### config.mk
export PLATFORM = sky130hd
export DESIGN_NAME = seg7_display_mux
export DESIGN_NICKNAME = d
export VERILOG_FILES = /design/src/rtl/seg7_pkg.sv /design/src/rtl/bcd_to_seg7.sv /design/src/rtl/seg7_display_mux.sv
export SDC_FILE = /design/constraint.sdc
export NUM_CORES = 1
export LEC_CHECK = 0
export ABC_AREA = 1
export CAP_MARGIN = 15
export CORE_UTILIZATION = 30
export CTS_CLUSTER_SIZE = 40
export DETAILED_ROUTE_END_ITERATION = 10
export GPL_TIMING_DRIVEN = 1
export SYNTH_ARGS = -nofsm -noshare
export SYNTH_HDL_FRONTEND = slang
export SYNTH_SLANG_ARGS = --single-unit
### constraint.sdc
create_clock -name clk -period 3.9 [get_ports clk]
set_input_delay 0.585 -clock clk [delete_from_list [all_inputs] [get_ports clk]]
set_output_delay 0.585 -clock clk [all_outputs]
set_load 0.005 [all_outputs]
### src/rtl/seg7_pkg.sv
// Shared constants for the 4-digit 7-segment display path: segment patterns,
// digit slot indices and the all-off anode value.
package seg7_pkg;

  localparam int unsigned SEG_W = 7;
  localparam int unsigned AN_W  = 4;
  localparam int unsigned BCD_W = 4;
  localparam int unsigned IDX_W = 2;

  // Active-low patterns, bit 0 = segment a ... bit 6 = segment g
  localparam logic [SEG_W-1:0] SEG_0     = 7'b1000000;
  localparam logic [SEG_W-1:0] SEG_1     = 7'b1111001;
  localparam logic [SEG_W-1:0] SEG_2     = 7'b0100100;
  localparam logic [SEG_W-1:0] SEG_3     = 7'b0110000;
  localparam logic [SEG_W-1:0] SEG_4     = 7'b0011001;
  localparam logic [SEG_W-1:0] SEG_5     = 7'b0010010;
  localparam logic [SEG_W-1:0] SEG_6     = 7'b0000010;
  localparam logic [SEG_W-1:0] SEG_7     = 7'b1111000;
  localparam logic [SEG_W-1:0] SEG_8     = 7'b0000000;
  localparam logic [SEG_W-1:0] SEG_9     = 7'b0010000;
  localparam logic [SEG_W-1:0] SEG_BLANK = 7'b1111111;

  localparam logic [IDX_W-1:0] DIG_SEC_ONE = 2'd0;
  localparam logic [IDX_W-1:0] DIG_SEC_TEN = 2'd1;
  localparam logic [IDX_W-1:0] DIG_MIN_ONE = 2'd2;
  localparam logic [IDX_W-1:0] DIG_MIN_TEN = 2'd3;

  localparam logic [AN_W-1:0] AN_OFF = 4'b1111;

endpackage

### src/rtl/bcd_to_seg7.sv
// Combinational BCD to active-low 7-segment decoder; non-decimal codes go blank.
module bcd_to_seg7
  import seg7_pkg::*;
(
  input  logic [BCD_W-1:0] value,
  output logic [SEG_W-1:0] seg_c
);

  always_comb begin
    seg_c = SEG_BLANK;
    case (value)
      4'd0: seg_c = SEG_0;
      4'd1: seg_c = SEG_1;
      4'd2: seg_c = SEG_2;
      4'd3: seg_c = SEG_3;
      4'd4: seg_c = SEG_4;
      4'd5: seg_c = SEG_5;
      4'd6: seg_c = SEG_6;
      4'd7: seg_c = SEG_7;
      4'd8: seg_c = SEG_8;
      4'd9: seg_c = SEG_9;
      default: seg_c = SEG_BLANK;
    endcase
  end

endmodule

### src/rtl/seg7_display_mux.sv
// Time-multiplexed 4-digit common-anode display driver with guard interval,
// minute/second separator dot and blinking of the pair being adjusted.
module seg7_display_mux
  import seg7_pkg::*;
#(
  parameter int unsigned REFRESH_DIV = 100000,
  parameter int unsigned GUARD       = 8,
  parameter int unsigned BLINK_DIV   = 25000000
) (
  input  logic             clk,
  input  logic             reset,
  input  logic [BCD_W-1:0] min_ten,
  input  logic [BCD_W-1:0] min_one,
  input  logic [BCD_W-1:0] sec_ten,
  input  logic [BCD_W-1:0] sec_one,
  input  logic             adjust,
  input  logic             minselect,
  input  logic             secselect,
  output logic [AN_W-1:0]  an,
  output logic [SEG_W-1:0] seg,
  output logic             dp
);

  localparam int unsigned CNT_W = (REFRESH_DIV > 2) ? $clog2(REFRESH_DIV) : 1;
  localparam int unsigned BCNT_W = (BLINK_DIV > 1) ? $clog2(BLINK_DIV) : 1;
  localparam logic [CNT_W-1:0]  CNT_LAST  = CNT_W'(REFRESH_DIV - 1);
  localparam logic [CNT_W-1:0]  CNT_GUARD = CNT_W'(GUARD);
  localparam logic [BCNT_W-1:0] BCNT_LAST = BCNT_W'(BLINK_DIV - 1);

  logic [CNT_W-1:0]  cnt, cnt_n;
  logic [IDX_W-1:0]  idx, idx_n;
  logic [BCNT_W-1:0] bcnt, bcnt_n;
  logic              bphase, bphase_n;
  logic [BCD_W-1:0]  digit_n;
  logic [SEG_W-1:0]  seg_n;
  logic [AN_W-1:0]   an_n;
  logic              dp_n;
  logic              blank_n;

  bcd_to_seg7 u_dec (
    .value (digit_n),
    .seg_c (seg_n)
  );

  // Next-state of the scan and blink counters
  always_comb begin
    cnt_n    = cnt + CNT_W'(1);
    idx_n    = idx;
    bcnt_n   = bcnt + BCNT_W'(1);
    bphase_n = bphase;
    if (cnt == CNT_LAST) begin
      cnt_n = '0;
      idx_n = idx + IDX_W'(1);
    end
    if (bcnt == BCNT_LAST) begin
      bcnt_n   = '0;
      bphase_n = ~bphase;
    end
  end

  // Outputs derive from next-state so they line up with the registered counters
  always_comb begin
    digit_n = sec_one;
    case (idx_n)
      DIG_SEC_ONE: digit_n = sec_one;
      DIG_SEC_TEN: digit_n = sec_ten;
      DIG_MIN_ONE: digit_n = min_one;
      DIG_MIN_TEN: digit_n = min_ten;
      default:     digit_n = sec_one;
    endcase

    blank_n = adjust && bphase_n && (idx_n[1] ? minselect : secselect);

    an_n = AN_OFF;
    if ((cnt_n >= CNT_GUARD) && !blank_n) an_n[idx_n] = 1'b0;

    dp_n = !((idx_n == DIG_MIN_ONE) && !an_n[DIG_MIN_ONE]);
  end

  always_ff @(posedge clk) begin
    if (reset) begin
      cnt    <= '0;
      idx    <= '0;
      bcnt   <= '0;
      bphase <= 1'b0;
      an     <= AN_OFF;
      seg    <= SEG_BLANK;
      dp     <= 1'b1;
    end else begin
      cnt    <= cnt_n;
      idx    <= idx_n;
      bcnt   <= bcnt_n;
      bphase <= bphase_n;
      an     <= an_n;
      seg    <= seg_n;
      dp     <= dp_n;
    end
  end

endmodule

==> impl_metrics.json, run 1 <==
{
  "rsz0062_at_grt": "no",
  "die_h_um": 101.7,
  "rows": 36,
  "antenna_left": 0,
  "fmax_mhz": 402.7,
  "vias_per_cell": 4.520,
  "netlist_area_um2": 2979,
  "overflow": 0,
  "relSlewSlack_pct": 49.93,
  "synth_area_leaders": "dfxtp_1 38%, nand2_1 8.9%, nor2_1 8.6%, nand3_1 6.7%, inv_1 6.6%",
  "synth_top_family_by_area": "simple AND/OR/NAND/NOR gates",
  "drtPass1Iterations": 4,
  "r2r_setup_slack_ns": 1.42,
  "clock-sinks": 56,
  "setup_violations": 0,
  "io_pins": 33,
  "synth-xor-area-share_pct": 4.704,
  "htree_num_levels": 2,
  "wl_um": 6354,
  "intPower_mw": 0.9443,
  "clock_tree.buffer_depth": 2,
  "grt_pass1_wl_um": 10840,
  "tns_ns": 0,
  "path_clk_slew_ns": 0.10,
  "start_util_pct": 30.76,
  "whs_path_depth": 1,
  "cts_tree": "done",
  "rr_startpoint": "cnt[0]$_SDFF_PP0_",
  "synth-compound-area-share_pct": 5.544,
  "worst_slew_pin_slew_ns": 0.7492,
  "core_area_um2": 9684,
  "p_sw_share_pct": 19.89,
  "grt_pass1_vias": 2543,
  "r2r-end": "seg[3]$_SDFF_PP1_",
  "yosys.area_share.adder_pct": 2.100,
  "cp-end-kind": "flop",
  "synthTopCellsByCount": "71 x nand2_1, 68 x nor2_1, 56 x dfxtp_1, 52 x inv_1, 40 x nand3_1",
  "power_frac_seq_pct": 49.8,
  "netlist-cell-type-count": 39,
  "drt-initial-drc-count": 83,
  "drv_cap": 0,
  "fp.dieW_um": 101.7,
  "cts_setup_buffers": 0,
  "cts_hold_buf": 0,
  "muxShareOfSynthArea_pct": 0,
  "synth-simple-area-share_pct": 42.00,
  "wl_per_cell_um": 10.94,
  "antenna_found_initial": 0,
  "register_area_um2": 1121,
  "grt_max_degree": 23,
  "cts_inserted_buffers": 5,
  "multiInputGateArea_um2": 1619,
  "yosysTopAreaCell": "dfxtp_1",
  "postLayoutCellArea_um2": 3600,
  "synthFlopType": "dfxtp_1",
  "fill_cells": 1006,
  "skew_ns": 0.004061,
  "synth_fp_nets": 440,
  "critical_path.max_fanout": 6,
  "holdPathEnd": "cnt[0]$_SDFF_PP0_",
  "p_clk_share_pct": 43.6,
  "period_share_pct": 63.67,
  "clkLatencyLatePin_ns": 0.31,
  "pwr-share-comb_pct": 6.6,
  "ys_seq_elements": 56,
  "ir_drop_uv": 215.0,
  "syn_inst": 414,
  "ff2ff_path_depth": 15,
  "yosysWarnings": 0,
  "drive_gt1_share_pct": 8.482,
  "nNetsFinal": 473,
  "hold_viol": 0,
  "syn_avg_cell_area_um2": 7.196,
  "cts-root-buf": "clkbuf_8",
  "drc_errors": 0,
  "dpl_cell_area_um2": 3441,
  "dieArea_um2": 10330,
  "yosys.area.top_type_share_pct": 37.63,
  "n_antenna_cell": 0,
  "slew_violations": 0,
  "synth.most_common_cell": "nand2_1",
  "critPathLaunchType": "flop",
  "p_per_area_nw_per_um2": 327.4,
  "area_growth_pct": 20.83,
  "via_count": 2626,
  "hold_class": "reg -> reg",
  "cp.required_ns": 4.11,
  "gp_congestion": 0.8366,
  "synth_enable_flop_cells": 0,
  "status": "completed",
  "ys_seq_area_share_pct": 37.63,
  "grt.total_usage_pct": 13.16,
  "synthArstFlopShare_pct": 0,
  "power.switching_mw": 0.2344,
  "fin_crit_ns": 2.483,
  "port_buffers": 32,
  "worstSetupPathType": "reg -> reg",
  "worstPathArrival_ns": 2.69,
  "hp-start": "cnt[0]$_SDFF_PP0_",
  "post_cts_resize_count": 0,
  "hpwlAfterDp_um": 4954,
  "p_leak_nw": 1.447
}
## sequential cells by signal (all words and copies together), names as in the netlist
register and cells:
an 4, bcnt 25, bphase 1, cnt 17, idx 2, seg 7
## per-stage QoR
stage | setup WS, ns | power, mW | instances | hold slack [ns] | util [%]
5_1_grt | 1.218 | 1.223 | 581 | 0.4893 | 37.17
2_1_floorplan | 1.761 | 0.6377 | 414 | 0.4175 | -
3_5_place_dp | 1.400 | 0.6785 | 573 | 0.4380 | 35.53
3_3_place_gp | 1.438 | 0.6772 | 573 | 0.4302 | 35.53
4_1_cts | 1.418 | 1.193 | 581 | 0.4610 | 37.17
6_report | 1.417 | 1.179 | 581 | 0.4554 | 37.17
## worst max-delay path, cell delays in order (launching register included)
cell and delay [ns]:
dfxtp_1 0.37, ha_1 0.19, nand3_1 0.17, nor2_1 0.18, nand3_1 0.24, nand2_1 0.14
nand2_2 0.11, nand3_2 0.08, nand3_2 0.08, nor2_4 0.19, inv_1 0.12, ha_1 0.29
nand2_1 0.06, nand2_1 0.05, nand2_1 0.06, nand2_1 0.05
## power groups by stage
stage          sequential [mW]  clock (mW)  combinational (mW)
3_3_place_gp             0.600           0              0.0774
4_1_cts                  0.587       0.527              0.0788
6_report                 0.587       0.514              0.0780
5_1_grt                  0.588       0.549              0.0868
3_5_place_dp             0.600           0              0.0784
2_1_floorplan            0.600           0              0.0378
## cell families (layout without fill, tap and decap cells)
family | after synthesis | count (layout)
buffers and inverters | 62 | 96
XOR/XNOR | 16 | 16
adder cells (fa/ha/maj) | 5 | 5
flip-flops | 56 | 56
AO/OA/AOI/OAI | 28 | 28
AND/OR/NAND/NOR | 247 | 247
## layout make-up
class | instances | area share, %
multi-input combinational | 296 | 44.98
tap | 133 | 4.623
timing repair buffer | 33 | 9.107
inverter | 55 | 5.735
clock inverter | 3 | 2.503
sequential | 56 | 31.14
clock buffer | 5 | 1.912
## worst max-delay path by stage
stage                      startpoint                  end  slack [ns]  depth (start not counted)
global route        cnt[0]$_SDFF_PP0_    seg[4]$_SDFF_PP1_        1.22                         13
detailed placement              reset  bcnt[17]$_SDFF_PP0_        1.40                          7
CTS                 cnt[0]$_SDFF_PP0_    seg[3]$_SDFF_PP1_        1.42                         15
finish              cnt[0]$_SDFF_PP0_    seg[3]$_SDFF_PP1_        1.42                         15
floorplan           cnt[0]$_SDFF_PP0_    seg[3]$_SDFF_PP1_        1.76                         15
global placement                reset  bcnt[17]$_SDFF_PP0_        1.44                          7
## routing by layer
metal / up-vias / routed length [um] / global-route usage, %
met5: - / 0 / 0
met4: 0 / 108 / 5.017
met3: 11 / 135 / 2.277
met2: 27 / 2940 / 22.66
met1: 1177 / 3169 / 16.31
li1: 1411 / - / -
## layout by cell type, fill, tap and decap left out, types with 2 or more instances in the layout
cell	count
nand3_2	3
nand4_1	18
nor2_1	68
nand3b_1	2
xnor2_1	2
nand2_2	5
nand3_1	40
nor2_2	2
nor4_1	3
clkdlybuf4s50_1	32
inv_2	3
nand3_4	2
o21a_1	2
nand2_8	2
o21ai_0	9
nor2_4	3
nand2_4	3
nor3b_1	4
o211ai_1	2
a21oi_1	11
or2_2	2
nor3_1	13
bufinv_16	3
dfxtp_1	56
nand2_1	71
clkbuf_8	5
xor2_1	14
ha_1	5
inv_1	52
Power figures use the tool's default switching activity.
==> inputs of run 2 (changes only) <==
==> constraint.sdc (replaced) <==
create_clock -name clk -period 2.45 [get_ports clk]
set_input_delay 0.3675 -clock clk [delete_from_list [all_inputs] [get_ports clk]]
set_output_delay 0.3675 -clock clk [all_outputs]
set_load 0.005 [all_outputs]
==> impl_metrics.json, run 2 (synthesis results as in run 1) <==
{
  "gp_congestion": 0.8506,
  "met2_usage_pct": 22.92,
  "clock_tree.buffer_depth": 2,
  "cts_inserted_buffers": 5,
  "globalRoute.busiestLayer": "met2",
  "drt-initial-drc-count": 111,
  "grt_pass1_vias": 2539,
  "setup_violations": 0,
  "cts_tree": "done",
  "largest_reg_flops": 25,
  "n_antenna_cell": 0,
  "layoutNonFillerInstCount": 585,
  "wl_per_cell_um": 11.11,
  "htree_num_levels": 2,
  "critPathLaunchType": "flop",
  "critical_path.max_fanout": 6,
  "cts_hold_buf": 0,
  "grt.total_usage_pct": 13.78,
  "grt_pass1_wl_um": 11410,
  "cp-end-kind": "flop",
  "p_per_area_nw_per_um2": 478.2,
  "dp_slack_ns": 0.2160,
  "die_h_um": 101.7,
  "clkLatencyLatePin_ns": 0.31,
  "io_pins": 33,
  "area_growth_pct": 21.25,
  "slew_violations": 0,
  "drv_cap": 0,
  "drc_errors": 0,
  "clock-sinks": 56,
  "start_util_pct": 30.76,
  "dieArea_um2": 10330,
  "vias_per_cell": 4.550,
  "drive_gt1_share_pct": 9.513,
  "port_buffers": 32,
  "worstPathArrival_ns": 2.43,
  "via_count": 2662,
  "rows": 36,
  "relSlewSlack_pct": 65.22,
  "worst_slew_pin_slew_ns": 0.5178,
  "ir_drop_uv": 329.5,
  "top_register": "bcnt",
  "cts-root-buf": "clkbuf_8",
  "reg_top3": "bcnt (25), cnt (17), seg (7)",
  "place_inst": 577,
  "cts_setup_buffers": 0,
  "fmax_mhz": 448.4,
  "hold_class": "reg -> reg",
  "fin_ws_ns": 0.2198,
  "antenna_left": 0,
  "post_cts_resize_count": 0,
  "fin_crit_ns": 2.230,
  "rsz0062_at_grt": "no",
  "grtUsageMet3_pct": 2.692,
  "antenna_found_initial": 0,
  "skew_ns": 0.01174,
  "tns_ns": 0,
  "status": "completed",
  "p_leak_nw": 1.456,
  "mostFrequentLayoutCells": "71 x nand2_1, 67 x nor2_1, 56 x dfxtp_1",
  "overflow": 0,
  "worstSetupPathType": "reg -> reg",
  "path_clk_slew_ns": 0.10,
  "mostFrequentLayoutCell": "nand2_1",
  "core_area_um2": 9684,
  "hold_viol": 0,
  "wl_um": 6501,
  "fp.dieW_um": 101.7,
  "grt_util_met1_pct": 18.14,
  "nNetsFinal": 477,
  "drtPass1Iterations": 4,
  "grt_max_degree": 20,
  "cp.required_ns": 2.65,
  "period_share_pct": 91.03,
  "hpwlAfterDp_um": 5090
}
## run 2: changes by cell type in the layout (fill, tap and decap cells not counted), sizes merged
cell    delta
buf        +4
bufinv     -2
clkbuf     +2
## run 2: where the power goes
part           leakage [nW]  total [mW]  internal, mW  switching [mW]
logic                 0.937       0.133        0.0715          0.0610
clock network        0.0645       0.661         0.361           0.300
registers             0.454       0.934         0.926         0.00750
## run 2: cell type report
cell class / instances / area (um2)
timing repair buffer: 37 / 370.4
sequential: 56 / 1121
tap: 133 / 166.4
multi-input combinational: 296 / 1622
fill: 1016 / 6072
clock buffer: 7 / 96.34
inverter: 55 / 206.4
clock inverter: 1 / 30.03
## run 2: path summary, 6_finish.rpt
| path | to | slack [ns] | start | cells after the start |
|---|---|---|---|---|
| min | cnt[0]$_SDFF_PP0_ | 0.45 | cnt[0]$_SDFF_PP0_ | 1 |
| max reg2reg | seg[3]$_SDFF_PP1_ | 0.22 | cnt[0]$_SDFF_PP0_ | 15 |
| max | seg[3]$_SDFF_PP1_ | 0.22 | cnt[0]$_SDFF_PP0_ | 15 |
| min reg2reg | cnt[0]$_SDFF_PP0_ | 0.45 | cnt[0]$_SDFF_PP0_ | 1 |
## run 2: worst max-delay path: stages, from the launching register on
cell and delay [ns]:
dfxtp_1 0.36, ha_1 0.19, nand3_1 0.17, nor2_4 0.22
nand3_4 0.15, nand2_2 0.11, inv_1 0.06, nand3_1 0.09
nand3_2 0.10, nor2_4 0.09, inv_1 0.07, ha_1 0.28
nand2_1 0.07, nand2_1 0.05, nand2_1 0.06, nand2_1 0.04
## run 2: per-stage QoR
step	total power [mW]	cell area, um2	hold WS (ns)	utilization [%]
after CTS	1.748	3610	0.4563	37.27
after global placement	1.086	3483	0.4284	35.97
after global routing	1.799	3612	0.4688	37.30
final	1.727	3612	0.4546	37.30
after floorplan	1.015	2979	0.4175	-
after detailed placement	1.089	3483	0.4415	35.97
## run 2: per-layer routing
layer  wire length, um  vias to the layer above  part of all wire [%]
li1                  -                     1411                     -
met1              3240                     1206                    50
met2              2999                       39                    46
met3               174                        6                   2.7
met4                86                        0                   1.3
met5                 0                        -                     0
==> inputs of run 3 (changes only) <==
--- a/config.mk
+++ b/config.mk
@@ -10,6 +10,7 @@
 export CORE_UTILIZATION = 30
 export CTS_CLUSTER_SIZE = 40
 export DETAILED_ROUTE_END_ITERATION = 10
+export GPL_ROUTABILITY_DRIVEN = 0
 export GPL_TIMING_DRIVEN = 1
 export SYNTH_ARGS = -nofsm -noshare
 export SYNTH_HDL_FRONTEND = slang
==> results of run 3 <==
Same layout as run 2: the final DEF is identical, and so are final timing and power.
